### config.mk
export PLATFORM = sky130hd
export DESIGN_NAME = act_pipe_flat
export DESIGN_NICKNAME = d
export VERILOG_FILES = /design/src/rtl/act_pipe_pkg.sv /design/src/rtl/act_pipe_if.sv /design/src/rtl/act_lane.sv /design/src/rtl/act_pipe.sv /design/src/flat_wrapper.sv
export SDC_FILE = /design/constraint.sdc
export NUM_CORES = 1
export LEC_CHECK = 0
export BUFFER_PORTS_ARGS = -buffer_cell sky130_fd_sc_hd__clkbuf_2
export CAP_MARGIN = 20
export CORE_MARGIN = 4
export CORE_UTILIZATION = 54
export DETAILED_ROUTE_END_ITERATION = 8
export PLACE_DENSITY_LB_ADDON = 0.12
export SLEW_MARGIN = 30
export SYNTH_ARGS = -nofsm -noshare
export SYNTH_HDL_FRONTEND = slang
export SYNTH_SLANG_ARGS = --single-unit
### constraint.sdc
create_clock -name clk -period 8.7 [get_ports clk]
set_input_delay 0.435 -clock clk [delete_from_list [all_inputs] [get_ports clk]]
set_output_delay 0.435 -clock clk [all_outputs]
set_load 0.01 [all_outputs]
### src/rtl/act_pipe_pkg.sv
// act_pipe_pkg: shared mode encoding, default widths and the per-lane activation function.
// Latency: n/a (combinational helper only).
// Backpressure: n/a.
// The function works at a fixed 64-bit width; callers sign-extend in and truncate out,
// which is exact for any DATA_W <= 64 since results never grow past the input width.
package act_pipe_pkg;

  localparam int ACT_DATA_W      = 32;
  localparam int ACT_LANES       = 4;
  localparam int ACT_SHIFT_W     = 5;
  localparam int ACT_MAX_W       = 64;
  localparam int ACT_MAX_SHIFT_W = 6;

  typedef enum logic [1:0] {
    ACT_IDENTITY = 2'd0,
    ACT_RELU     = 2'd1,
    ACT_LEAKY    = 2'd2,
    ACT_CLIP     = 2'd3
  } act_mode_e;

  function automatic logic signed [ACT_MAX_W-1:0] act_fn(
    input logic signed [ACT_MAX_W-1:0]       x,
    input act_mode_e                         m,
    input logic        [ACT_MAX_SHIFT_W-1:0] sh,
    input logic signed [ACT_MAX_W-1:0]       clip
  );
    logic signed [ACT_MAX_W-1:0] y;
    y = x;
    case (m)
      ACT_IDENTITY: y = x;
      ACT_RELU:     y = x[ACT_MAX_W-1] ? '0 : x;
      // Arithmetic shift floors toward -inf, so any negative saturates at -1.
      ACT_LEAKY:    y = x[ACT_MAX_W-1] ? (x >>> sh) : x;
      // A negative ceiling would otherwise leak a negative value through min().
      ACT_CLIP: begin
        if (x[ACT_MAX_W-1] || clip[ACT_MAX_W-1]) y = '0;
        else if (x > clip)                       y = clip;
        else                                     y = x;
      end
      default:      y = x;
    endcase
    return y;
  endfunction

endpackage

### src/rtl/act_pipe_if.sv
// act_pipe_if: input/output beat streams of act_pipe with valid/ready handshakes.
// Latency: n/a (wiring only).
// Backpressure: out_ready from the consumer, in_ready back to the producer.
// Ports: in_valid/in_ready/in0 (input beat), out_valid/out_ready/out0 (output beat);
// lane i occupies bits [i*DATA_W +: DATA_W] on both buses.
interface act_pipe_if #(
  parameter int DATA_W = 32,
  parameter int LANES  = 4
);
  logic                    in_valid;
  logic                    in_ready;
  logic [LANES*DATA_W-1:0] in0;
  logic                    out_valid;
  logic                    out_ready;
  logic [LANES*DATA_W-1:0] out0;

  // slave: the activation unit; master: the surrounding producer/consumer.
  modport slave  (input in_valid, in0, out_ready, output in_ready, out_valid, out0);
  modport master (output in_valid, in0, out_ready, input in_ready, out_valid, out0);
endinterface

### src/rtl/act_lane.sv
// act_lane: stage-2 register of one lane, loaded with the activation of the stage-1 element.
// Latency: 1 cycle (registered on en).
// Backpressure: holds its value whenever en=0.
// Ports: clk, rst, en, x/mode/shift/clip (stage-1 element and config), y (result);
// with ACT_PIPE_STATS_EN also killed = nonzero input activated to zero.
module act_lane
  import act_pipe_pkg::*;
#(
  parameter int DATA_W  = ACT_DATA_W,
  parameter int SHIFT_W = ACT_SHIFT_W
) (
  input  logic               clk,
  input  logic               rst,
  input  logic               en,
  input  logic [DATA_W-1:0]  x,
  input  act_mode_e          mode,
  input  logic [SHIFT_W-1:0] shift,
  input  logic [DATA_W-1:0]  clip,
  output logic [DATA_W-1:0]  y
`ifdef ACT_PIPE_STATS_EN
  ,
  output logic               killed
`endif
);

  logic signed [ACT_MAX_W-1:0] x_ext;
  logic signed [ACT_MAX_W-1:0] clip_ext;
  logic        [DATA_W-1:0]    y_nxt;

  assign x_ext    = ACT_MAX_W'($signed(x));
  assign clip_ext = ACT_MAX_W'($signed(clip));
  assign y_nxt    = DATA_W'(act_fn(x_ext, mode, ACT_MAX_SHIFT_W'(shift), clip_ext));

  always_ff @(posedge clk or posedge rst) begin
    if (rst) begin
      y <= '0;
    end else if (en) begin
      y <= y_nxt;
    end
  end

`ifdef ACT_PIPE_STATS_EN
  always_ff @(posedge clk or posedge rst) begin
    if (rst) begin
      killed <= 1'b0;
    end else if (en) begin
      killed <= (x != '0) && (y_nxt == '0);
    end
  end
`endif

endmodule

### src/rtl/act_pipe.sv
// act_pipe: LANES-wide two-stage activation pipeline (identity/ReLU/leaky/clipped ReLU).
// Latency: 2 cycles from accepting edge to out0 update; 1 beat/cycle throughput.
// Backpressure: whole pipe advances only when running and s2 is empty or being consumed.
// Ports: clk, rst (async active-high), running, mode, leak_shift, clip_max (sampled with
// each accepted beat), bus (act_pipe_if slave). Optional macro ACT_PIPE_STATS_EN adds
// stats_clr and a saturating zero_count of lanes zeroed from nonzero inputs.
module act_pipe
  import act_pipe_pkg::*;
#(
  parameter int DATA_W  = ACT_DATA_W,
  parameter int LANES   = ACT_LANES,
  parameter int SHIFT_W = ACT_SHIFT_W
) (
  input  logic               clk,
  input  logic               rst,
  input  logic               running,
  input  logic [1:0]         mode,
  input  logic [SHIFT_W-1:0] leak_shift,
  input  logic [DATA_W-1:0]  clip_max,
  act_pipe_if.slave          bus
`ifdef ACT_PIPE_STATS_EN
  ,
  input  logic               stats_clr,
  output logic [31:0]        zero_count
`endif
);

  logic                    en;
  logic                    s1_valid;
  logic                    s2_valid;
  logic [LANES*DATA_W-1:0] s1_data;
  act_mode_e               s1_mode;
  logic [SHIFT_W-1:0]      s1_shift;
  logic [DATA_W-1:0]       s1_clip;
  logic [LANES*DATA_W-1:0] out_dat;

  // Bubbles travel with the pipe rather than being collapsed.
  assign en            = running && (!s2_valid || bus.out_ready);
  assign bus.in_ready  = en;
  assign bus.out_valid = s2_valid && running;
  assign bus.out0      = out_dat;

  always_ff @(posedge clk or posedge rst) begin
    if (rst) begin
      s1_valid <= 1'b0;
      s2_valid <= 1'b0;
      s1_data  <= '0;
      s1_mode  <= ACT_IDENTITY;
      s1_shift <= '0;
      s1_clip  <= '0;
    end else if (en) begin
      s1_valid <= bus.in_valid;
      s2_valid <= s1_valid;
      if (bus.in_valid) begin
        s1_data  <= bus.in0;
        s1_mode  <= act_mode_e'(mode);
        s1_shift <= leak_shift;
        s1_clip  <= clip_max;
      end
    end
  end

`ifdef ACT_PIPE_STATS_EN
  logic [LANES-1:0] killed;
`endif

  for (genvar i = 0; i < LANES; i++) begin : g_lane
    act_lane #(
      .DATA_W  (DATA_W),
      .SHIFT_W (SHIFT_W)
    ) u_lane (
      .clk   (clk),
      .rst   (rst),
      .en    (en),
      .x     (s1_data[i*DATA_W +: DATA_W]),
      .mode  (s1_mode),
      .shift (s1_shift),
      .clip  (s1_clip),
      .y     (out_dat[i*DATA_W +: DATA_W])
`ifdef ACT_PIPE_STATS_EN
      ,
      .killed (killed[i])
`endif
    );
  end

`ifdef ACT_PIPE_STATS_EN
  logic [31:0] inc;
  logic [32:0] sum;

  always_comb begin
    inc = '0;
    for (int i = 0; i < LANES; i++) begin
      inc = inc + 32'(killed[i]);
    end
  end

  assign sum = {1'b0, zero_count} + {1'b0, inc};

  always_ff @(posedge clk or posedge rst) begin
    if (rst) begin
      zero_count <= '0;
    end else if (stats_clr) begin
      zero_count <= '0;
    end else if (bus.out_valid && bus.out_ready) begin
      zero_count <= sum[32] ? 32'hFFFF_FFFF : sum[31:0];
    end
  end
`endif

endmodule
### src/flat_wrapper.sv
// flat-port wrapper written by rule: the top's interface ports become plain ports
module act_pipe_flat import act_pipe_pkg::*;
#(
  parameter int DATA_W  = ACT_DATA_W,
  parameter int LANES   = ACT_LANES,
  parameter int SHIFT_W = ACT_SHIFT_W
)
  (clk, rst, running, mode, leak_shift, clip_max, bus_in_valid, bus_in0, bus_out_ready, bus_in_ready, bus_out_valid, bus_out0);
  act_pipe_if #(.DATA_W(DATA_W), .LANES(LANES)) bus_i ();
  input  logic clk;
  input  logic rst;
  input  logic running;
  input  logic [1:0] mode;
  input  logic [SHIFT_W-1:0] leak_shift;
  input  logic [DATA_W-1:0] clip_max;
  input wire logic [$bits(bus_i.in_valid)-1:0] bus_in_valid;
  input wire logic [$bits(bus_i.in0)-1:0] bus_in0;
  input wire logic [$bits(bus_i.out_ready)-1:0] bus_out_ready;
  output wire logic [$bits(bus_i.in_ready)-1:0] bus_in_ready;
  output wire logic [$bits(bus_i.out_valid)-1:0] bus_out_valid;
  output wire logic [$bits(bus_i.out0)-1:0] bus_out0;
  assign bus_i.in_valid = bus_in_valid;
  assign bus_i.in0 = bus_in0;
  assign bus_i.out_ready = bus_out_ready;
  assign bus_in_ready = bus_i.in_ready;
  assign bus_out_valid = bus_i.out_valid;
  assign bus_out0 = bus_i.out0;
  act_pipe #(.DATA_W(DATA_W), .LANES(LANES), .SHIFT_W(SHIFT_W)) u_core (.clk(clk), .rst(rst), .running(running), .mode(mode), .leak_shift(leak_shift), .clip_max(clip_max), .bus(bus_i));
endmodule
==> results.yml <==
global_routing:
  antenna_found_initial: 5
  grt-ovfl-total: 0
  grt_pass1_wl_um: 153100
  grt_use_total: 0.4259
  grt_max_degree: 92
  grt_pass1_vias: 22830
finish:
  layout.nets: 3051
  fillCellCount: 3818
  regArea_mm2: 0.007448
  area_growth_pct: 11.85
  design_area_mm2: 0.02692
  final_layout_size_suffix_gt1_frac: 0.2718
  multi_input_area_mm2: 0.01544
  stdcell_count: 3367
detailed_routing:
  drc_errors: 0
  drt_wl_total_um: 105400
  dr.pass1.iters: 6
  routedWlPerCell_um: 31.31
  viasPerCell: 7.211
  drt.antenna.violating_nets: 0
  drt_iter0_drc: 3950
  vias: 24280
timing:
  grt_setup_unrepaired: "no"
  slew_headroom: 0.2870
  fmax_mhz: 202.8
  worst_pin_slew_ns: 1.061
  setup_violations: 0
  hold_viol: 6
  fin_skew_ns: 0.03679
  final.period_utilization: 0.5668
  tns_ns: 0
  hold-worst-slack_ns: -0.01707
  period_needed_ns: 4.931
  drv_slew: 0
outcome:
  outcome: "finished, violations left"
  violations: "hold timing"
floorplan:
  die_h_um: 219.1
  dieWidth_um: 219.1
  core_mm2: 0.04412
  row_count: 77
  initial_core_util: 0.5455
  ios: 302
  dieArea_mm2: 0.04801
clock_tree:
  cts-root-buf: "clkbuf_16"
  clk_pin_slew_ns: 0.06
  cts_resized: 0
  cts_tree: "built"
  holdBufCountCts: 0
  cts_sinks: 297
  cts_max_path_buffers: 3
  post_cts_buffers: 0
  htree_levels: 2
  cts_made_buffers: 36
  clk_latency_ns: 0.57
synthesis:
  synth_edf_count: 0
  yosys.cell_types.count: 83
  netlist_area_mm2: 0.02407
  postSynthRegisterBits: 297
  yosys_most_used_dff: "dfrtp_1"
  syn_avg_cell_area_um2: 9.290
  synth_warnings: 0
  syn_inst: 2591
  seq_area_frac_synth: 0.3088
  mappedNetlistNets: 2895
  async_flop_share: 1.000
worst_setup_path:
  crit_required_ns: 9.07
  worstPathMaxFanout: 34
  critPathKind: "reg2reg"
  worstPathArrival_ns: 5.30
  start_kind: "flop"
  endpoint_kind: "flop"
power_and_ir_drop:
  pwr_density_cell_mw_per_mm2: 322.0
  p_leak_nw: 11.71
  power_mw: 8.669
  ir_worst_vdd_uv: 225.3
placement:
  placed_area_mm2: 0.02565
  place.gp.congestion: 1.015
  place_inst: 3300
  place_hpwl_um: 75840
  port_buffers: 301
min_path:
  worstHoldPathType: "in2async"
flow_run:
  max_cap_violations: 0
state kept, by name, indices dropped and copies added (netlist names):
signal and flops:
u_core.s1_mode 2, u_core.s2_valid 1, u_core.s1_clip 32, u_core.g_lane.u_lane.y 128, u_core.s1_data 128, u_core.s1_valid 1
u_core.s1_shift 5
cell usage in the layout, fill, tap and decap left out, types with 8 or more instances in the layout:
cell type / instances
nand2_1: 316
clkbuf_2: 301
dfrtp_1: 292
a21oi_1: 291
o21ai_0: 208
mux2_2: 197
ha_1: 132
nor2_1: 125
mux4_2: 107
mux2i_1: 101
o221ai_1: 56
inv_1: 51
nand3_1: 47
clkbuf_16: 37
o211ai_1: 35
a211oi_1: 35
buf_4: 33
o22ai_1: 30
a21o_1: 28
a31oi_1: 23
a221oi_1: 22
nand4_1: 21
nor3_1: 20
a221o_1: 15
o21ai_1: 13
o31ai_1: 12
o21a_1: 12
a22oi_1: 10
nor2b_1: 9
or3_1: 9
and3_1: 8
critical path, cell delays in order, from the launching register on:
cell and delay [ns]:
dfrtp_1 0.55, inv_1 0.24, ha_1 0.36, nand3_1 0.15, nor4_1 0.85, a21boi_0 0.67
o31a_1 0.28, o211ai_2 0.26, buf_4 0.39, o21ai_0 0.77, a32oi_1 0.22
layer usage:
metal	wire, um	up-vias	track usage
met4	5616	10	0.1864
met1	42490	11780	0.6190
met5	121	-	0.01042
met2	42220	1983	0.5801
li1	-	10170	-
met3	14980	333	0.1349
stage by stage:
stage / utilization / worst slack [ns]
2_1_floorplan: - / 0.06083
3_3_place_gp: 0.5810 / 3.904
3_5_place_dp: 0.5814 / 4.207
4_1_cts: 0.6090 / 4.190
5_1_grt: 0.6100 / 3.838
6_report: 0.6101 / 3.769
cells in the mapped netlist, types with 22 or more instances:
master / number / area share
a211oi_1: 35 / 0.011
a21o_1: 28 / 0.0087
a21oi_1: 291 / 0.061
a221oi_1: 22 / 0.0080
a31oi_1: 23 / 0.0060
buf_1: 29 / 0.0045
buf_2: 44 / 0.0091
clkbuf_1: 123 / 0.019
dfrtp_1: 297 / 0.31
ha_1: 132 / 0.069
inv_1: 52 / 0.0081
mux2_2: 197 / 0.092
mux2i_1: 101 / 0.042
mux4_2: 107 / 0.10
nand2_1: 317 / 0.049
nand3_1: 47 / 0.0098
nor2_1: 126 / 0.020
o211ai_1: 35 / 0.011
o21ai_0: 208 / 0.043
o221ai_1: 56 / 0.020
o22ai_1: 30 / 0.0078
logic make-up (layout without fill, tap and decap cells):
logic type,after synthesis,after routing,share of synthesized area
buffers and inverters,280,463,0.05172
other,0,1,0
adder cells (fa/ha/maj),132,132,0.06862
AND/OR/NAND/NOR,606,606,0.1099
AO/OA/AOI/OAI,871,871,0.2267
multiplexers,405,405,0.2343
flip-flops,297,297,0.3088
worst paths after layout:
kind | startpoint | to | slack, ns | depth (start not counted)
setup / recovery | u_core.s1_clip[14] | u_core.g_lane[0].u_lane.y[7] | 3.77 | 10
max in group asynchronous | rst | u_core.s1_data[41] | 7.29 | 3
hold reg to reg | u_core.g_lane[0].u_lane.y[16] | u_core.g_lane[0].u_lane.y[16] | 0.48 | 2
min in group clk | leak_shift[3] | u_core.s1_shift[3] | 0.09 | 2
hold / removal | rst | u_core.g_lane[0].u_lane.y[19] | -0.02 | 2
setup reg to reg | u_core.s1_clip[14] | u_core.g_lane[0].u_lane.y[7] | 3.77 | 10
power by group:
part / total [mW] / switching, mW / internal (mW)
Clock: 1.58 / 0.644 / 0.935
Sequential: 2.63 / 0.837 / 1.80
Combinational: 4.46 / 2.71 / 1.75
Total: 8.67 / 4.19 / 4.48
cell type report:
type / instances / area share
Antenna cell: 1 / 0.00009295
Clock buffer: 50 / 0.03881
Clock inverter: 15 / 0.006414
Inverter: 58 / 0.008412
Multi-Input combinational cell: 2014 / 0.5735
Sequential cell: 297 / 0.2767
Tap cell: 592 / 0.02751
Timing Repair Buffer: 340 / 0.06860
Power figures use the tool's default switching activity.
